$ cat src/rtl/uart_pkg.sv
// Shared UART definitions: transmitter state encoding and default bit timing.
package uart_pkg;

    localparam int unsigned CLKS_PER_BIT_DEFAULT = 868;

    typedef enum logic [1:0] {
        TX_IDLE  = 2'd0,
        TX_START = 2'd1,
        TX_DATA  = 2'd2,
        TX_STOP  = 2'd3
    } tx_state_t;

endpackage

$ cat src/rtl/byte_fifo.sv
// Small synchronous FIFO with registered occupancy count; dout shows the head entry.
module byte_fifo #(
    parameter int unsigned DEPTH = 4,
    parameter int unsigned WIDTH = 8
) (
    input  logic                     clk,
    input  logic                     rst_n,
    input  logic                     push,
    input  logic                     pop,
    input  logic [WIDTH-1:0]         din,
    output logic [WIDTH-1:0]         dout,
    output logic                     full,
    output logic                     empty,
    output logic [$clog2(DEPTH):0]   count
);

    localparam int unsigned PW = $clog2(DEPTH);
    localparam int unsigned CW = PW + 1;

    logic [WIDTH-1:0] mem_q [DEPTH];
    logic [PW-1:0]    wr_ptr_q, wr_ptr_d;
    logic [PW-1:0]    rd_ptr_q, rd_ptr_d;
    logic [CW-1:0]    count_q, count_d;
    logic             push_ok, pop_ok;

    assign full    = (count_q == CW'(DEPTH));
    assign empty   = (count_q == '0);
    assign count   = count_q;
    assign dout    = mem_q[rd_ptr_q];
    assign push_ok = push && !full;
    assign pop_ok  = pop && !empty;

    // Pointers wrap naturally because DEPTH is a power of two.
    always_comb begin
        wr_ptr_d = wr_ptr_q;
        rd_ptr_d = rd_ptr_q;
        count_d  = count_q;
        if (push_ok) wr_ptr_d = wr_ptr_q + PW'(1);
        if (pop_ok)  rd_ptr_d = rd_ptr_q + PW'(1);
        case ({push_ok, pop_ok})
            2'b10:   count_d = count_q + CW'(1);
            2'b01:   count_d = count_q - CW'(1);
            default: count_d = count_q;
        endcase
    end

    always_ff @(posedge clk or negedge rst_n) begin
        if (!rst_n) begin
            wr_ptr_q <= '0;
            rd_ptr_q <= '0;
            count_q  <= '0;
        end else begin
            wr_ptr_q <= wr_ptr_d;
            rd_ptr_q <= rd_ptr_d;
            count_q  <= count_d;
        end
    end

    always_ff @(posedge clk) begin
        if (push_ok) mem_q[wr_ptr_q] <= din;
    end

endmodule

$ cat src/rtl/uart_tx.sv
// 8N1 UART transmitter fed by a byte FIFO; frames are sent back-to-back with no idle gap.
//
//   state    | meaning
//   TX_IDLE  | line high, waiting for a queued byte
//   TX_START | start bit (low) for one bit period
//   TX_DATA  | 8 data bits, LSB first, one bit period each
//   TX_STOP  | stop bit (high); chains straight into the next frame if one is queued
module uart_tx
    import uart_pkg::*;
#(
    parameter int unsigned CLKS_PER_BIT = CLKS_PER_BIT_DEFAULT,
    parameter int unsigned FIFO_DEPTH   = 4
) (
    input  logic       clk,
    input  logic       rst_n,
    input  logic [7:0] tx_data,
    input  logic       tx_valid,
    output logic       tx_ready,
    output logic       txd,
    output logic       busy
);

    localparam int unsigned BW = $clog2(CLKS_PER_BIT);
    localparam int unsigned CW = $clog2(FIFO_DEPTH) + 1;
    localparam logic [BW-1:0] BAUD_LAST = BW'(CLKS_PER_BIT - 1);

    tx_state_t     state_q, state_d;
    logic [BW-1:0] baud_q, baud_d;
    logic [2:0]    bit_idx_q, bit_idx_d;
    logic [7:0]    shift_q, shift_d;
    logic          txd_q, txd_d;

    logic          fifo_pop;
    logic [7:0]    fifo_dout;
    logic          fifo_full, fifo_empty;
    logic [CW-1:0] fifo_count;
    logic          bit_end;

    byte_fifo #(
        .DEPTH (FIFO_DEPTH),
        .WIDTH (8)
    ) u_fifo (
        .clk   (clk),
        .rst_n (rst_n),
        .push  (tx_valid && tx_ready),
        .pop   (fifo_pop),
        .din   (tx_data),
        .dout  (fifo_dout),
        .full  (fifo_full),
        .empty (fifo_empty),
        .count (fifo_count)
    );

    assign tx_ready = !fifo_full;
    assign busy     = (state_q != TX_IDLE) || (fifo_count != '0);
    assign txd      = txd_q;
    assign bit_end  = (baud_q == BAUD_LAST);

    always_comb begin
        state_d   = state_q;
        baud_d    = baud_q;
        bit_idx_d = bit_idx_q;
        shift_d   = shift_q;
        fifo_pop  = 1'b0;
        case (state_q)
            TX_IDLE: begin
                baud_d = '0;
                if (!fifo_empty) begin
                    fifo_pop  = 1'b1;
                    shift_d   = fifo_dout;
                    bit_idx_d = '0;
                    state_d   = TX_START;
                end
            end
            TX_START: begin
                if (bit_end) begin
                    baud_d  = '0;
                    state_d = TX_DATA;
                end else begin
                    baud_d = baud_q + BW'(1);
                end
            end
            TX_DATA: begin
                if (bit_end) begin
                    baud_d  = '0;
                    shift_d = shift_q >> 1;
                    if (bit_idx_q == 3'd7) state_d = TX_STOP;
                    else                   bit_idx_d = bit_idx_q + 3'd1;
                end else begin
                    baud_d = baud_q + BW'(1);
                end
            end
            TX_STOP: begin
                if (bit_end) begin
                    baud_d = '0;
                    if (!fifo_empty) begin
                        fifo_pop  = 1'b1;
                        shift_d   = fifo_dout;
                        bit_idx_d = '0;
                        state_d   = TX_START;
                    end else begin
                        state_d = TX_IDLE;
                    end
                end else begin
                    baud_d = baud_q + BW'(1);
                end
            end
            default: state_d = TX_IDLE;
        endcase

        // Line level follows the state being entered so the start bit appears on the pop edge.
        case (state_d)
            TX_START: txd_d = 1'b0;
            TX_DATA:  txd_d = shift_d[0];
            default:  txd_d = 1'b1;
        endcase
    end

    always_ff @(posedge clk or negedge rst_n) begin
        if (!rst_n) begin
            state_q   <= TX_IDLE;
            baud_q    <= '0;
            bit_idx_q <= '0;
            shift_q   <= '0;
            txd_q     <= 1'b1;
        end else begin
            state_q   <= state_d;
            baud_q    <= baud_d;
            bit_idx_q <= bit_idx_d;
            shift_q   <= shift_d;
            txd_q     <= txd_d;
        end
    end

endmodule

$ cat config.mk
export PLATFORM = sky130hd
export DESIGN_NAME = uart_tx
export DESIGN_NICKNAME = d
export VERILOG_FILES = /design/src/rtl/uart_pkg.sv /design/src/rtl/byte_fifo.sv /design/src/rtl/uart_tx.sv
export SDC_FILE = /design/constraint.sdc
export NUM_CORES = 1
export LEC_CHECK = 0
export CAP_MARGIN = 40
export CORE_MARGIN = 2
export CORE_UTILIZATION = 47
export CTS_CLUSTER_DIAMETER = 150
export CTS_CLUSTER_SIZE = 12
export DETAILED_ROUTE_END_ITERATION = 10
export SYNTH_ARGS = -nofsm -noshare
export SYNTH_HDL_FRONTEND = slang
export SYNTH_SLANG_ARGS = --single-unit
$ cat constraint.sdc
create_clock -name clk -period 6.6 [get_ports clk]
set_input_delay 1.32 -clock clk [delete_from_list [all_inputs] [get_ports clk]]
set_output_delay 1.32 -clock clk [all_outputs]
set_load 0.1 [all_outputs]
==> impl_metrics.toml, run 1 <==
[status]
outcome = "finished, final reports clean"

[routing]
routed_wl_um = 4870
ant_nets = 0
viasPerCell = 5.25
drtIter0Drc = 74
routedWlPerCell_um = 15.2
drc_errors = 0
dr_total_vias = 1685
first_pass_iters = 4

[finish]
regArea_mm2 = 0.00174
antennaDiodeCount = 0
multi_input_area_mm2 = 0.00119
syn_to_final_growth_pct = 14.8
drive_above_1_share_pct = 15.6
finalNetCount = 264
nFillCells = 538
layout.cells.non_filler = 321

[yosys]
syn-instance-count = 219
synth_top_cell_area_share_pct = 31.8
synth_top_cell_by_area = "edfxtp_1"
ys_seq_elements = 63
synth_cell_type_count = 42
avgSynthCellArea_um2 = 13.8
netlist_area_mm2 = 0.00302
synth_warnings = 0
synth_fp_nets = 244
synth_area_leaders = "edfxtp_1 (32%), dfrtp_1 (25%), mux4_2 (6.0%)"
ys_seq_area_share_pct = 57.6

[place]
gp_congestion = 0.780
port_buffers = 13
place_inst = 305
place_hpwl_um = 3340

[clock_network]
clock_latency_ns = 0.34
cts_tree = "yes"
hold_buffers = 0
cts_setup_buffers = 0
numClockSinks = 63
cts_inserted_buffers = 9
clk_path_buf_depth = 2
cts-root-buf = "clkbuf_8"
ctsResizeCount = 0
h-tree-depth = 3
cts.clk_slew.worst_paths_ns = 0.07

[power_and_ir_drop]
powerDensity_mw_per_mm2 = 297
power_w = 0.00103
ir_worst_vdd_mv = 0.182
p_leak_nw = 1.38

[worst_setup_path]
crit_type = "reg -> out"
critPathMaxFanout = 6
r2r-end = "u_fifo.count[2]$_DFFE_PN0P_"
cp.required_ns = 5.28
critPathCaptureType = "primary output"
arrival_ns = 1.97
setup.worst_path.start = "state_q[1]$_DFF_PN0_"
reg2reg_slack_ns = 3.83
r2r-start = "baud_q[0]$_DFF_PN0_"
r2r_cells = 10
cp-start-kind = "register"

[die]
initial_utilization_pct = 48.1
die-area_mm2 = 0.00708
fp.coreArea_mm2 = 0.00628
io-pin-count = 14
die_width_um = 84.1
rows = 29
die_h_um = 84.1

[grt]
grt_pass1_vias = 1663
grt_max_degree = 32
grt_pass1_wl_um = 8240
antenna_found_initial = 0
grt_overflow = 0
grt_usage_pct = 15.4

[sta]
fin_tns_setup_ns = 0
min_period_ns = 3.29
worst_slew_pin_slew_ns = 0.591
rsz0062_at_grt = "false"
period_share_pct = 49.8
drv_slew = 0
relSlewSlack_pct = 60.6
skew_ns = 0.00805
setup_viol = 0
fmax_mhz = 304
hold_viol_final = 0

[min_path]
hold_path_class = "reg -> reg"
min_from = "baud_q[0]$_DFF_PN0_"
holdPathStages = 1
holdPathEnd = "baud_q[0]$_DFF_PN0_"

[flow_run]
max_cap_violations = 0
-- layout make-up --
| cell class | instances | share of cell area (%) |
|---|---|---|
| clock inverters | 6 | 2.45 |
| multi-input cells | 135 | 34.3 |
| clock buffers | 10 | 3.68 |
| repair buffers | 17 | 5.27 |
| well taps | 77 | 2.78 |
| inverters | 13 | 1.41 |
| flip-flops and latches | 63 | 50.1 |
-- how the worst max path moves through the flow --
stage                                  endpoint  depth (start not counted)  slack (ns)
finish                                     busy                          5        3.31
global route                               busy                          5        3.18
CTS                                        busy                          5        3.30
detailed placement  u_fifo.count[2]$_DFFE_PN0P_                          9        3.46
global placement                           busy                          4        3.29
floorplan           u_fifo.count[2]$_DFFE_PN0P_                         10        3.67
-- placed cells by master, fill, tap and decap left out, types with 2 or more instances in the layout --
master,Yosys,final
xnor2_1,7,7
a21oi_4,2,2
edfxtp_1,32,32
a31oi_1,2,2
and3_1,6,6
bufinv_16,0,2
nor2_1,21,21
dfrtp_1,30,30
o2bb2ai_1,6,6
mux4_2,8,8
o21ai_0,3,3
a21oi_1,2,2
nand3b_1,2,2
buf_8,0,3
clkbuf_8,0,9
mux2i_1,9,9
ha_1,13,13
a41oi_2,2,2
inv_1,13,13
and2_1,4,4
or3_1,3,3
nor3_2,2,2
clkdlybuf4s50_1,0,13
xor2_1,7,7
nand3_1,6,6
nand2_1,8,8
a22o_1,7,7
-- where the power goes --
group	leakage (nW)	internal, W	switching [W]
Sequential	0.673	0.000473	0.0000239
Clock	0.104	0.000211	0.000148
Combinational	0.600	0.0000709	0.000103
Total	1.38	0.000755	0.000275
-- Yosys cell counts (all sizes together) --
library cell  instances
a211oi                1
a21o                  1
a21oi                 4
a22o                  7
a31oi                 2
a41oi                 2
and2                  4
and3                  6
and4                  1
and4bb                1
buf                   6
clkbuf                2
dfrtp                30
dfstp                 1
edfxtp               32
fa                    1
ha                   13
inv                  13
mux2                  1
mux2i                 9
mux4                  8
nand2                 8
nand3                 6
nand3b                2
nand4                 1
nand4b                1
nor2                 21
nor2b                 1
nor3                  2
nor3b                 1
o21ai                 4
o221a                 1
o2bb2ai               6
o31ai                 1
or2                   1
or3                   4
xnor2                 7
xor2                  7
-- per-layer routing --
layer  wire (µm)  up-vias  GRT usage [%]
li1            -      840              -
met1        2420      816           20.8
met2        2220       20           23.3
met3         144        9           3.83
met4          82        0           7.48
met5           0        -              0
-- per-stage QoR --
step | cell area, µm² | hold slack [ns] | utilization (%) | setup slack, ns
after global placement | 3210 | 0.482 | 51.1 | 3.29
after CTS | 3470 | 0.495 | 55.2 | 3.30
after detailed placement | 3250 | 0.486 | 51.8 | 3.46
final | 3470 | 0.486 | 55.2 | 3.31
after global routing | 3470 | 0.545 | 55.2 | 3.18
after floorplan | 3020 | 0.455 | - | 3.67
-- logic make-up (layout without fill, tap and decap cells) --
family | after synthesis | in the layout | share of synthesized area (%)
flip-flops | 63 | 63 | 57.6
AO/OA/AOI/OAI | 29 | 29 | 8.91
adder cells (fa/ha/maj) | 14 | 14 | 6.05
XOR/XNOR | 14 | 14 | 4.06
multiplexers | 18 | 18 | 9.33
buffers and inverters | 21 | 46 | 3.07
AND/OR/NAND/NOR | 60 | 60 | 11.0
-- critical path, stage by stage, from the launching register on --
cell	delay [ns]
dfrtp_1	0.47
inv_1	0.13
ha_1	0.26
nand2_1	0.07
clkdlybuf4s50_1	0.50
buf_8	0.20
-- state kept, by name (all words and copies together), names as in the netlist --
| name | flops |
|---|---|
| u_fifo.mem_q | 32 |
| baud_q | 10 |
| shift_q | 8 |
| bit_idx_q | 3 |
| u_fifo.count | 3 |
| state_q | 2 |
| u_fifo.rd_ptr_q | 2 |
| u_fifo.wr_ptr_q | 2 |
| txd | 1 |
No activity file was read; power rests on OpenSTA's default activity.
==> run 2, diff against run 1 <==
- clock period: 6.6 -> 3.15 ns (I/O delays scaled with it)
==> impl_metrics.toml, run 2 (synthesis results as in run 1) <==
[status]
outcome = "finished, final reports clean"

[sta]
drv_slew = 0
fmax_mhz = 376
hold_viol_final = 0
relSlewSlack_pct = 61.0
worst_slack_ns = 0.487
rsz0062_at_grt = "false"
skew_ns = 0.0100
period_share_pct = 84.5
setup_viol = 0
fin_tns_setup_ns = 0
worst_slew_pin_slew_ns = 0.585
min_period_ns = 2.66

[finish]
syn_to_final_growth_pct = 15.7
final_area_mm2 = 0.00349
top_register = "u_fifo.mem_q"
largest_reg_flops = 32
layout_common_cells = "edfxtp_1 (32), dfrtp_1 (30), nor2_1 (21), inv_1 (13), ha_1 (13)"
reg_top3 = "u_fifo.mem_q: 32 flops, baud_q: 10 flops, shift_q: 8 flops"
antennaDiodeCount = 0
finalNetCount = 261
drive_above_1_share_pct = 16.6
final_common_cell = "edfxtp_1"

[place]
gp_congestion = 0.780
place_hpwl_um = 3480
port_buffers = 13
post_dp_cell_area_mm2 = 0.00320
place_ws_ns = 0.479

[worst_setup_path]
cp-start-kind = "register"
reg2reg_slack_ns = 0.49
critPathCaptureType = "register"
setup.worst_path.start = "baud_q[0]$_DFF_PN0_"
cp_top_family = "adder cells"
crit_slowest_cell = "dfrtp_1"
crit_buf_inv = 1
r2r-start = "baud_q[0]$_DFF_PN0_"
worstPathCellList = "ha_1, nor3b_2, a41oi_2, nor3_2, ha_1, inv_1, fa_1, xor2_1, nor2_1, xor2_1"
critPathMaxFanout = 8
slowest_delay_ns = 0.39
crit_type = "reg -> reg"
cp.required_ns = 3.41
arrival_ns = 2.92
r2r_cells = 10
r2r-end = "u_fifo.count[2]$_DFFE_PN0P_"

[clock_network]
hold_buffers = 0
cts_inserted_buffers = 9
clk_path_buf_depth = 2
cts_tree = "yes"
cts.clk_slew.worst_paths_ns = 0.08
h-tree-depth = 3
cts_setup_buffers = 0
cts-root-buf = "clkbuf_8"
clock_latency_ns = 0.34
ctsResizeCount = 0
numClockSinks = 63

[flow_run]
max_cap_violations = 0

[min_path]
min_from = "baud_q[0]$_DFF_PN0_"
hold_path_class = "reg -> reg"
holdPathEnd = "baud_q[0]$_DFF_PN0_"
holdPathStages = 1

[routing]
dr_total_vias = 1729
first_pass_iters = 4
routedWlPerCell_um = 15.7
ant_nets = 0
viasPerCell = 5.44
routed_wl_um = 5010
drtIter0Drc = 59
drc_errors = 0

[die]
io-pin-count = 14
rows = 29
initial_utilization_pct = 48.1
die_h_um = 84.1
die-area_mm2 = 0.00708
die_width_um = 84.1
fp.coreArea_mm2 = 0.00628

[grt]
grt_usage_pct = 15.7
grt_max_degree = 32
grt_pass1_wl_um = 8640
antenna_found_initial = 0
grt_overflow = 0
grt_pass1_vias = 1785

[power_and_ir_drop]
p_leak_nw = 1.40
powerDensity_mw_per_mm2 = 691
power_w = 0.00241
ir_worst_vdd_mv = 0.461
## run 2: stage by stage
stage | hold slack, ns | util (%) | instances
floorplan | 0.334 | - | 219
global placement | 0.468 | 51.0 | 302
detailed placement | 0.475 | 51.0 | 302
CTS | 0.490 | 55.6 | 318
global route | 0.501 | 55.6 | 318
finish | 0.487 | 55.6 | 318
## run 2: worst reg2reg max path, stage by stage (launching register included)
cell     delay (ns)
dfrtp_1        0.39
ha_1           0.20
nor3b_2        0.29
a41oi_2        0.29
nor3_2         0.33
ha_1           0.23
inv_1          0.06
fa_1           0.37
xor2_1         0.15
nor2_1         0.11
xor2_1         0.17
## run 2: report_power, final
| part | internal [W] | total (W) | switching [W] |
|---|---|---|---|
| Clock | 0.000690 | 0.00102 | 0.000326 |
| Combinational | 0.000135 | 0.000352 | 0.000217 |
| Sequential | 0.000991 | 0.00104 | 0.0000529 |
## run 2: layout make-up
type | count | area [µm²]
Timing Repair Buffer | 14 | 130
Multi-Input combinational cell | 135 | 1190
Sequential cell | 63 | 1740
Tap cell | 77 | 96.3
Clock inverter | 7 | 168
Fill cell | 525 | 2790
Clock buffer | 9 | 124
Inverter | 13 | 48.8
## run 2: metal layers
| metal | vias to the layer above | track usage [%] | share of wire, % |
|---|---|---|---|
| li1 | 835 | - | - |
| met1 | 863 | 19.4 | 46 |
| met2 | 22 | 26.4 | 49 |
| met3 | 9 | 4.03 | 3.5 |
| met4 | 0 | 6.60 | 1.6 |
| met5 | - | 0 | 0 |
## run 2: worst max-delay path by stage
| stage | end | slack (ns) | cells past startpoint |
|---|---|---|---|
| finish | u_fifo.count[2]$_DFFE_PN0P_ | 0.49 | 10 |
| global placement | u_fifo.count[2]$_DFFE_PN0P_ | 0.57 | 10 |
| global route | u_fifo.count[2]$_DFFE_PN0P_ | 0.29 | 10 |
| floorplan | u_fifo.count[2]$_DFFE_PN0P_ | 0.22 | 10 |
| detailed placement | u_fifo.count[2]$_DFFE_PN0P_ | 0.48 | 10 |
| CTS | u_fifo.count[2]$_DFFE_PN0P_ | 0.45 | 10 |
